### config.mk
export PLATFORM = sky130hd
export DESIGN_NAME = uart_cmd_rx_flat
export DESIGN_NICKNAME = d
export VERILOG_FILES = /design/src/rtl/uart_cmd_rx_if.sv /design/src/rtl/uart_cmd_rx.sv /design/src/flat_wrapper.sv
export SDC_FILE = /design/constraint.sdc
export NUM_CORES = 1
export LEC_CHECK = 0
export CAP_MARGIN = 20
export CORE_ASPECT_RATIO = 0.9
export CORE_UTILIZATION = 29
export CTS_CLUSTER_DIAMETER = 150
export CTS_CLUSTER_SIZE = 10
export DETAILED_ROUTE_END_ITERATION = 16
export PLACE_DENSITY = 0.41
export SYNTH_ARGS = -nofsm -noshare
export SYNTH_HDL_FRONTEND = slang
export SYNTH_SLANG_ARGS = --single-unit
### constraint.sdc
create_clock -name i_clk -period 2.7 [get_ports i_clk]
set_clock_uncertainty 0.05 [all_clocks]
set_input_delay 0.27 -clock i_clk [delete_from_list [all_inputs] [get_ports i_clk]]
set_output_delay 0.27 -clock i_clk [all_outputs]
set_load 0.01 [all_outputs]
### src/rtl/uart_cmd_rx_if.sv
// Configuration-write bus driven by the UART command receiver.
//   wr_en   : one-cycle pulse marking a valid configuration write
//   wr_ch   : target channel index (valid while wr_en is high, held otherwise)
//   wr_addr : target register address (valid while wr_en is high, held otherwise)
//   wr_data : write payload (valid while wr_en is high, held otherwise)
//   err     : one-cycle pulse on framing, checksum, channel-range or timeout error
//   busy    : high while the frame parser is outside IDLE
// master = receiver side (drives everything), slave = consumer side.
interface uart_cmd_rx_if;
  logic        wr_en;
  logic [3:0]  wr_ch;
  logic [3:0]  wr_addr;
  logic [31:0] wr_data;
  logic        err;
  logic        busy;

  modport master (output wr_en, wr_ch, wr_addr, wr_data, err, busy);
  modport slave  (input  wr_en, wr_ch, wr_addr, wr_data, err, busy);
endinterface

### src/rtl/uart_cmd_rx.sv
// UART (8N1) command receiver: turns framed serial commands into
// configuration-register writes.
// Frame: A5 | CMD | D0 D1 D2 D3 | CHK, CMD = {channel, address},
// data little-endian, CHK = XOR of CMD and D0..D3.
// Ports:
//   i_clk : system clock, all registers on its rising edge
//   _rst  : asynchronous active-low reset
//   rx    : asynchronous UART line, idle high
//   bus   : write/err/busy outputs (uart_cmd_rx_if.master)
//
// Parser states
//   state  | meaning
//   P_IDLE | hunting for the 0xA5 sync byte, other bytes dropped silently
//   P_CMD  | next byte is CMD (channel/address)
//   P_DATA | collecting D0..D3, byte_idx counts 0..3
//   P_CHK  | next byte is the checksum, write or error decided here
module uart_cmd_rx #(
  parameter int CH_NO          = 4,
  parameter int BAUD_PRESCALER = 434,
  parameter int TIMEOUT_CYCLES = 50000
) (
  input  logic          i_clk,
  input  logic          _rst,
  input  logic          rx,
  uart_cmd_rx_if.master bus
);

  localparam int BW = $clog2(BAUD_PRESCALER);
  localparam int TW = $clog2(TIMEOUT_CYCLES);
  localparam logic [BW-1:0] BIT_LOAD  = BW'(BAUD_PRESCALER - 1);
  localparam logic [BW-1:0] HALF_LOAD = BW'(BAUD_PRESCALER / 2 - 1);
  localparam logic [TW-1:0] TMO_LOAD  = TW'(TIMEOUT_CYCLES - 1);
  localparam logic [4:0]    CH_LIM    = 5'(CH_NO);

  typedef enum logic [1:0] {R_IDLE, R_START, R_DATA, R_STOP} rx_state_t;
  typedef enum logic [1:0] {P_IDLE, P_CMD, P_DATA, P_CHK} p_state_t;

  // ---------------- synchroniser + byte receiver ----------------
  logic          rx_meta, rx_sync, rx_prev;
  logic [1:0]    sync_fill;  // marks when rx_sync carries a real line sample
  logic          armed;      // line seen high since reset
  rx_state_t     r_state;
  logic [BW-1:0] baud_cnt;
  logic [2:0]    bit_idx;
  logic [7:0]    shift_q;
  logic          byte_valid, frame_err;
  logic [7:0]    rx_byte;

  always_ff @(posedge i_clk or negedge _rst) begin
    if (!_rst) begin
      rx_meta    <= 1'b1;
      rx_sync    <= 1'b1;
      rx_prev    <= 1'b1;
      sync_fill  <= 2'b00;
      armed      <= 1'b0;
      r_state    <= R_IDLE;
      baud_cnt   <= '0;
      bit_idx    <= '0;
      shift_q    <= '0;
      byte_valid <= 1'b0;
      frame_err  <= 1'b0;
      rx_byte    <= '0;
    end else begin
      rx_meta    <= rx;
      rx_sync    <= rx_meta;
      rx_prev    <= rx_sync;
      sync_fill  <= {sync_fill[0], 1'b1};
      byte_valid <= 1'b0;
      frame_err  <= 1'b0;
      // The reset value of the synchroniser is not a real line level, so a
      // start edge is only honoured once the line itself has been seen high.
      if (sync_fill[1] && rx_sync) armed <= 1'b1;
      case (r_state)
        R_IDLE: begin
          if (armed && rx_prev && !rx_sync) begin
            r_state  <= R_START;
            baud_cnt <= HALF_LOAD;
          end
        end
        R_START: begin
          if (baud_cnt == '0) begin
            // still low at mid start bit: real start; otherwise a glitch
            r_state  <= rx_sync ? R_IDLE : R_DATA;
            baud_cnt <= BIT_LOAD;
            bit_idx  <= '0;
          end else begin
            baud_cnt <= baud_cnt - 1'b1;
          end
        end
        R_DATA: begin
          if (baud_cnt == '0) begin
            shift_q  <= {rx_sync, shift_q[7:1]};
            bit_idx  <= bit_idx + 3'd1;
            baud_cnt <= BIT_LOAD;
            if (bit_idx == 3'd7) r_state <= R_STOP;
          end else begin
            baud_cnt <= baud_cnt - 1'b1;
          end
        end
        R_STOP: begin
          if (baud_cnt == '0) begin
            r_state <= R_IDLE;
            if (rx_sync) begin
              byte_valid <= 1'b1;
              rx_byte    <= shift_q;
            end else begin
              frame_err <= 1'b1;
            end
          end else begin
            baud_cnt <= baud_cnt - 1'b1;
          end
        end
        default: r_state <= R_IDLE;
      endcase
    end
  end

  // ---------------- frame parser ----------------
  p_state_t      p_state;
  logic [1:0]    byte_idx;
  logic [7:0]    cmd_q;
  logic [7:0]    chk_acc;
  logic [31:0]   data_q;
  logic [TW-1:0] tmo_cnt;

  always_ff @(posedge i_clk or negedge _rst) begin
    if (!_rst) begin
      p_state     <= P_IDLE;
      byte_idx    <= '0;
      cmd_q       <= '0;
      chk_acc     <= '0;
      data_q      <= '0;
      tmo_cnt     <= '0;
      bus.wr_en   <= 1'b0;
      bus.wr_ch   <= '0;
      bus.wr_addr <= '0;
      bus.wr_data <= '0;
      bus.err     <= 1'b0;
      bus.busy    <= 1'b0;
    end else begin
      bus.wr_en <= 1'b0;
      bus.err   <= 1'b0;
      if (frame_err) begin
        // takes priority over a coincident timeout: a single err pulse
        p_state  <= P_IDLE;
        bus.busy <= 1'b0;
        bus.err  <= 1'b1;
      end else if (byte_valid) begin
        tmo_cnt <= TMO_LOAD;
        case (p_state)
          P_IDLE: begin
            if (rx_byte == 8'hA5) begin
              p_state  <= P_CMD;
              bus.busy <= 1'b1;
            end
          end
          P_CMD: begin
            cmd_q    <= rx_byte;
            chk_acc  <= rx_byte;
            byte_idx <= '0;
            p_state  <= P_DATA;
          end
          P_DATA: begin
            data_q   <= {rx_byte, data_q[31:8]};
            chk_acc  <= chk_acc ^ rx_byte;
            byte_idx <= byte_idx + 2'd1;
            if (byte_idx == 2'd3) p_state <= P_CHK;
          end
          P_CHK: begin
            p_state  <= P_IDLE;
            bus.busy <= 1'b0;
            if (rx_byte == chk_acc && {1'b0, cmd_q[7:4]} < CH_LIM) begin
              bus.wr_en   <= 1'b1;
              bus.wr_ch   <= cmd_q[7:4];
              bus.wr_addr <= cmd_q[3:0];
              bus.wr_data <= data_q;
            end else begin
              bus.err <= 1'b1;
            end
          end
          default: p_state <= P_IDLE;
        endcase
      end else if (p_state != P_IDLE) begin
        if (tmo_cnt == '0) begin
          p_state  <= P_IDLE;
          bus.busy <= 1'b0;
          bus.err  <= 1'b1;
        end else begin
          tmo_cnt <= tmo_cnt - 1'b1;
        end
      end
    end
  end

endmodule

### src/flat_wrapper.sv
// flat-port wrapper written by rule: the top's interface ports become plain ports
module uart_cmd_rx_flat 
#(
  parameter int CH_NO          = 4,
  parameter int BAUD_PRESCALER = 434,
  parameter int TIMEOUT_CYCLES = 50000
)
  (i_clk, _rst, rx, bus_wr_en, bus_wr_ch, bus_wr_addr, bus_wr_data, bus_err, bus_busy);
  uart_cmd_rx_if bus_i ();
  input  logic i_clk;
  input  logic _rst;
  input  logic rx;
  output wire logic [$bits(bus_i.wr_en)-1:0] bus_wr_en;
  output wire logic [$bits(bus_i.wr_ch)-1:0] bus_wr_ch;
  output wire logic [$bits(bus_i.wr_addr)-1:0] bus_wr_addr;
  output wire logic [$bits(bus_i.wr_data)-1:0] bus_wr_data;
  output wire logic [$bits(bus_i.err)-1:0] bus_err;
  output wire logic [$bits(bus_i.busy)-1:0] bus_busy;
  assign bus_wr_en = bus_i.wr_en;
  assign bus_wr_ch = bus_i.wr_ch;
  assign bus_wr_addr = bus_i.wr_addr;
  assign bus_wr_data = bus_i.wr_data;
  assign bus_err = bus_i.err;
  assign bus_busy = bus_i.busy;
  uart_cmd_rx #(.CH_NO(CH_NO), .BAUD_PRESCALER(BAUD_PRESCALER), .TIMEOUT_CYCLES(TIMEOUT_CYCLES)) u_core (.i_clk(i_clk), ._rst(_rst), .rx(rx), .bus(bus_i));
endmodule
==> summary.txt <==
worst path cell trace -> or4_4 > or4b_1 > or4_4 > a21oi_2 > o22ai_1
leading cell type in the layout, fill and taps excluded -> dfrtp_1
final net count -> 605
Rows -> 51
HP Class -> in -> reg
Pwr Total -> 5.898 mW
EDFF count, synth -> 0
DIE WIDTH -> 159.5 microns
pre-CTS setup slack -> 0.3085 ns
worst endpoint required time -> 2.93 ns
commonest non-fill, non-tap cells in the layout -> dfrtp_1, mux2_2, clkdlybuf4s50_1
Routed WL -> 13260 microns
r2r startpoint -> u_core.tmo_cnt[13]
Synth area leaders -> dfrtp_1, mux2_2, ha_1, a21oi_1, o21ai_0
hold_ws -> 0.2073 ns
Vias/cell -> 4.624
Final WS setup -> 0.2642 ns
Synth top area share -> 56.45%
Final Hold Vio Count -> 0
crit path capture type -> register
Synth Cell Area -> 6472 sq um
Mapped Avg Cell Area -> 12.21 sq um
fin crit period -> 2.436 ns
CP Launch Type -> register
Core Util, Final -> 36.38%
CP most frequent cell -> or4_4
Setup crit start -> u_core.tmo_cnt[13]
Setup TNS -> 0 ns
crit share post-route -> 90.21%
Clk Latency, worst-skew pair -> 0.41 ns
worst hold start -> rx
kind of critical path -> reg -> reg
dominant cell type by area after synthesis -> dfrtp_1
Root Driver -> clkbuf_16
Async S/R FF share, synth -> 100.0%
clk buf depth -> 2
core area -> 21760 sq um
total CTS buffers -> 17
sequential fraction of the synthesis area -> 57.66%
Distinct cells, synth -> 59
initial core utilization -> 29.75%
Die Y-Extent -> 143.7 microns
post-cts resize count -> 0
global route overflow -> 0
Die Area -> 22920 sq um
first-pass GRT wire length -> 22760 microns
drc violations -> 0
via count -> 4120
Clock Sinks -> 149
setup violators final -> 0
Syn Nets -> 548
Max Transition Viols Final -> 0
htree depth -> 4
Max FO, Critical Path -> 4
drt pass-1 iters -> 4
GRT Util Overall -> 12.68%
wire per inst -> 14.89 microns
Iteration-0 DRC Markers -> 167
DP HPWL -> 8943 microns
slew margin rel. -> 58.83%
Critical Path Slowest Stage Cell -> or4_4
Cells after Synth -> 530
Max VDD drop -> 0.3938 mV
post-route ant nets -> 0
initial antenna violation count -> 0
CTS tree -> built
fraction of layout cells with a size suffix above 1 -> 25.33%
number of synthesized register bits -> 149
number of global-route vias before repair -> 4235
RePlAce Congestion -> 0.7722
Synth-to-Final Area Change -> 22.29%
Max stage delay on crit path -> 0.57 ns
leakage power -> 3.755 nW
Port Buf Inserts -> 45
Fmax -> 410.6 MHz
RSZ-0062 raised after global routing -> no
Min-Delay Path Depth -> 1
depth of the most critical reg-to-reg path -> 5
maxcap violations -> 0
status -> finished clean
pwr/cell area -> 745.1 nW/um^2
Clock transition at path regs -> 0.07 ns
dominant synthesized flop cell -> dfrtp_1
actual slew at the worst max-slew pin -> 0.6176 ns
largest net degree at the start of global routing -> 66
Top Ports -> 46
total number of yosys warnings -> 0
Setup Fix Bufs, Post-CTS -> 0
WP data arrival -> 2.66 ns
Ant. Diodes -> 0
-- where the power goes --
part / leakage, nW / internal (mW) / switching (mW)
Sequential: 2.04 / 2.37 / 0.161
Clock: 0.256 / 1.20 / 0.990
Combinational: 1.45 / 0.474 / 0.703
Total: 3.75 / 4.04 / 1.85
-- logic make-up after synthesis --
| kind of cell | after synthesis | synth area share, % |
|---|---|---|
| buf+inv | 44 | 2.610 |
| fa+ha+maj | 15 | 2.900 |
| flops | 149 | 57.66 |
| other cells | 1 | 0.05794 |
| mux | 95 | 16.49 |
| compound gates | 84 | 7.771 |
| simple gates | 126 | 10.34 |
| xor+xnor | 16 | 2.165 |
-- final timing paths --
kind / to / slack [ns]
max: u_core.p_state[1] / 0.26
min: u_core.rx_meta / 0.21
max reg2reg: u_core.p_state[1] / 0.26
min reg2reg: u_core.sync_fill[1] / 0.31
max in group asynchronous: u_core.rx_meta / 1.45
min in group asynchronous: u_core.bus.wr_data[10] / 0.36
-- synth_stat cells (2+ instances only) --
cell type  count
a211oi_1       5
dfrtp_1      146
nor2b_1        3
o41ai_1        2
mux2_2        87
or4_4          2
mux2_1         6
xor2_1         8
nand2_1       32
buf_1          3
or3_1          3
dfstp_2        3
or4_1          6
and2_1         2
nor3_1         9
buf_2          2
nand3_1       14
o21ai_0       26
nor2_1        26
ha_1          15
inv_1         15
clkbuf_1      23
a21o_1         2
mux2i_1        2
a32o_1         2
a21oi_1       31
nand2b_1       5
xnor2_1        8
nor4_1        10
a31oi_1        2
o22ai_1        2
-- layer usage --
| metal | track usage [%] | part of all wire (%) | vias to the layer above |
|---|---|---|---|
| li1 | - | - | 2000 |
| met1 | 16.94 | 50 | 2043 |
| met2 | 20.09 | 46 | 68 |
| met3 | 2.886 | 2.9 | 9 |
| met4 | 4.706 | 0.97 | 0 |
| met5 | 0 | 0 | - |
-- sequential cells by signal (all words and copies together), names as in the netlist, 2 cells and up, named ones only --
register	flops
u_core.baud_cnt	9
u_core.bit_idx	3
u_core.bus.wr_addr	4
u_core.bus.wr_ch	4
u_core.bus.wr_data	32
u_core.byte_idx	2
u_core.chk_acc	8
u_core.cmd_q	8
u_core.data_q	32
u_core.p_state	2
u_core.rx_byte	8
u_core.shift_q	8
u_core.sync_fill	2
u_core.tmo_cnt	16
-- repair_timing --
item / in CTS / in global routing
hold buffers: 1 / 0
endpoints found under the hold margin: 60 / 0
setup endpoints to repair: 0 / 0
-- area by class of cell --
type                       count  area [sq um]
tap                          291         364.1
clock inverter                14         116.4
fill                        2137         13840
inverter                      15         56.30
sequential                   149          3732
multi-input combinational    337          2572
clock buffer                  18         429.2
timing repair buffer          67         644.4
-- through the flow --
stage               instance area (sq um)  cells
global route                         7915    891
finish                               7915    891
global placement                     7360    858
detailed placement                   7360    858
CTS                                  7915    891
floorplan                            6472    530
-- critical path, delay by kind of cell, from the launching register on --
family / cells / cell delay, ns
compound gates: 2 / 0.26
flops: 1 / 0.41
simple gates: 3 / 1.58
(Power assumes the default switching activity.)
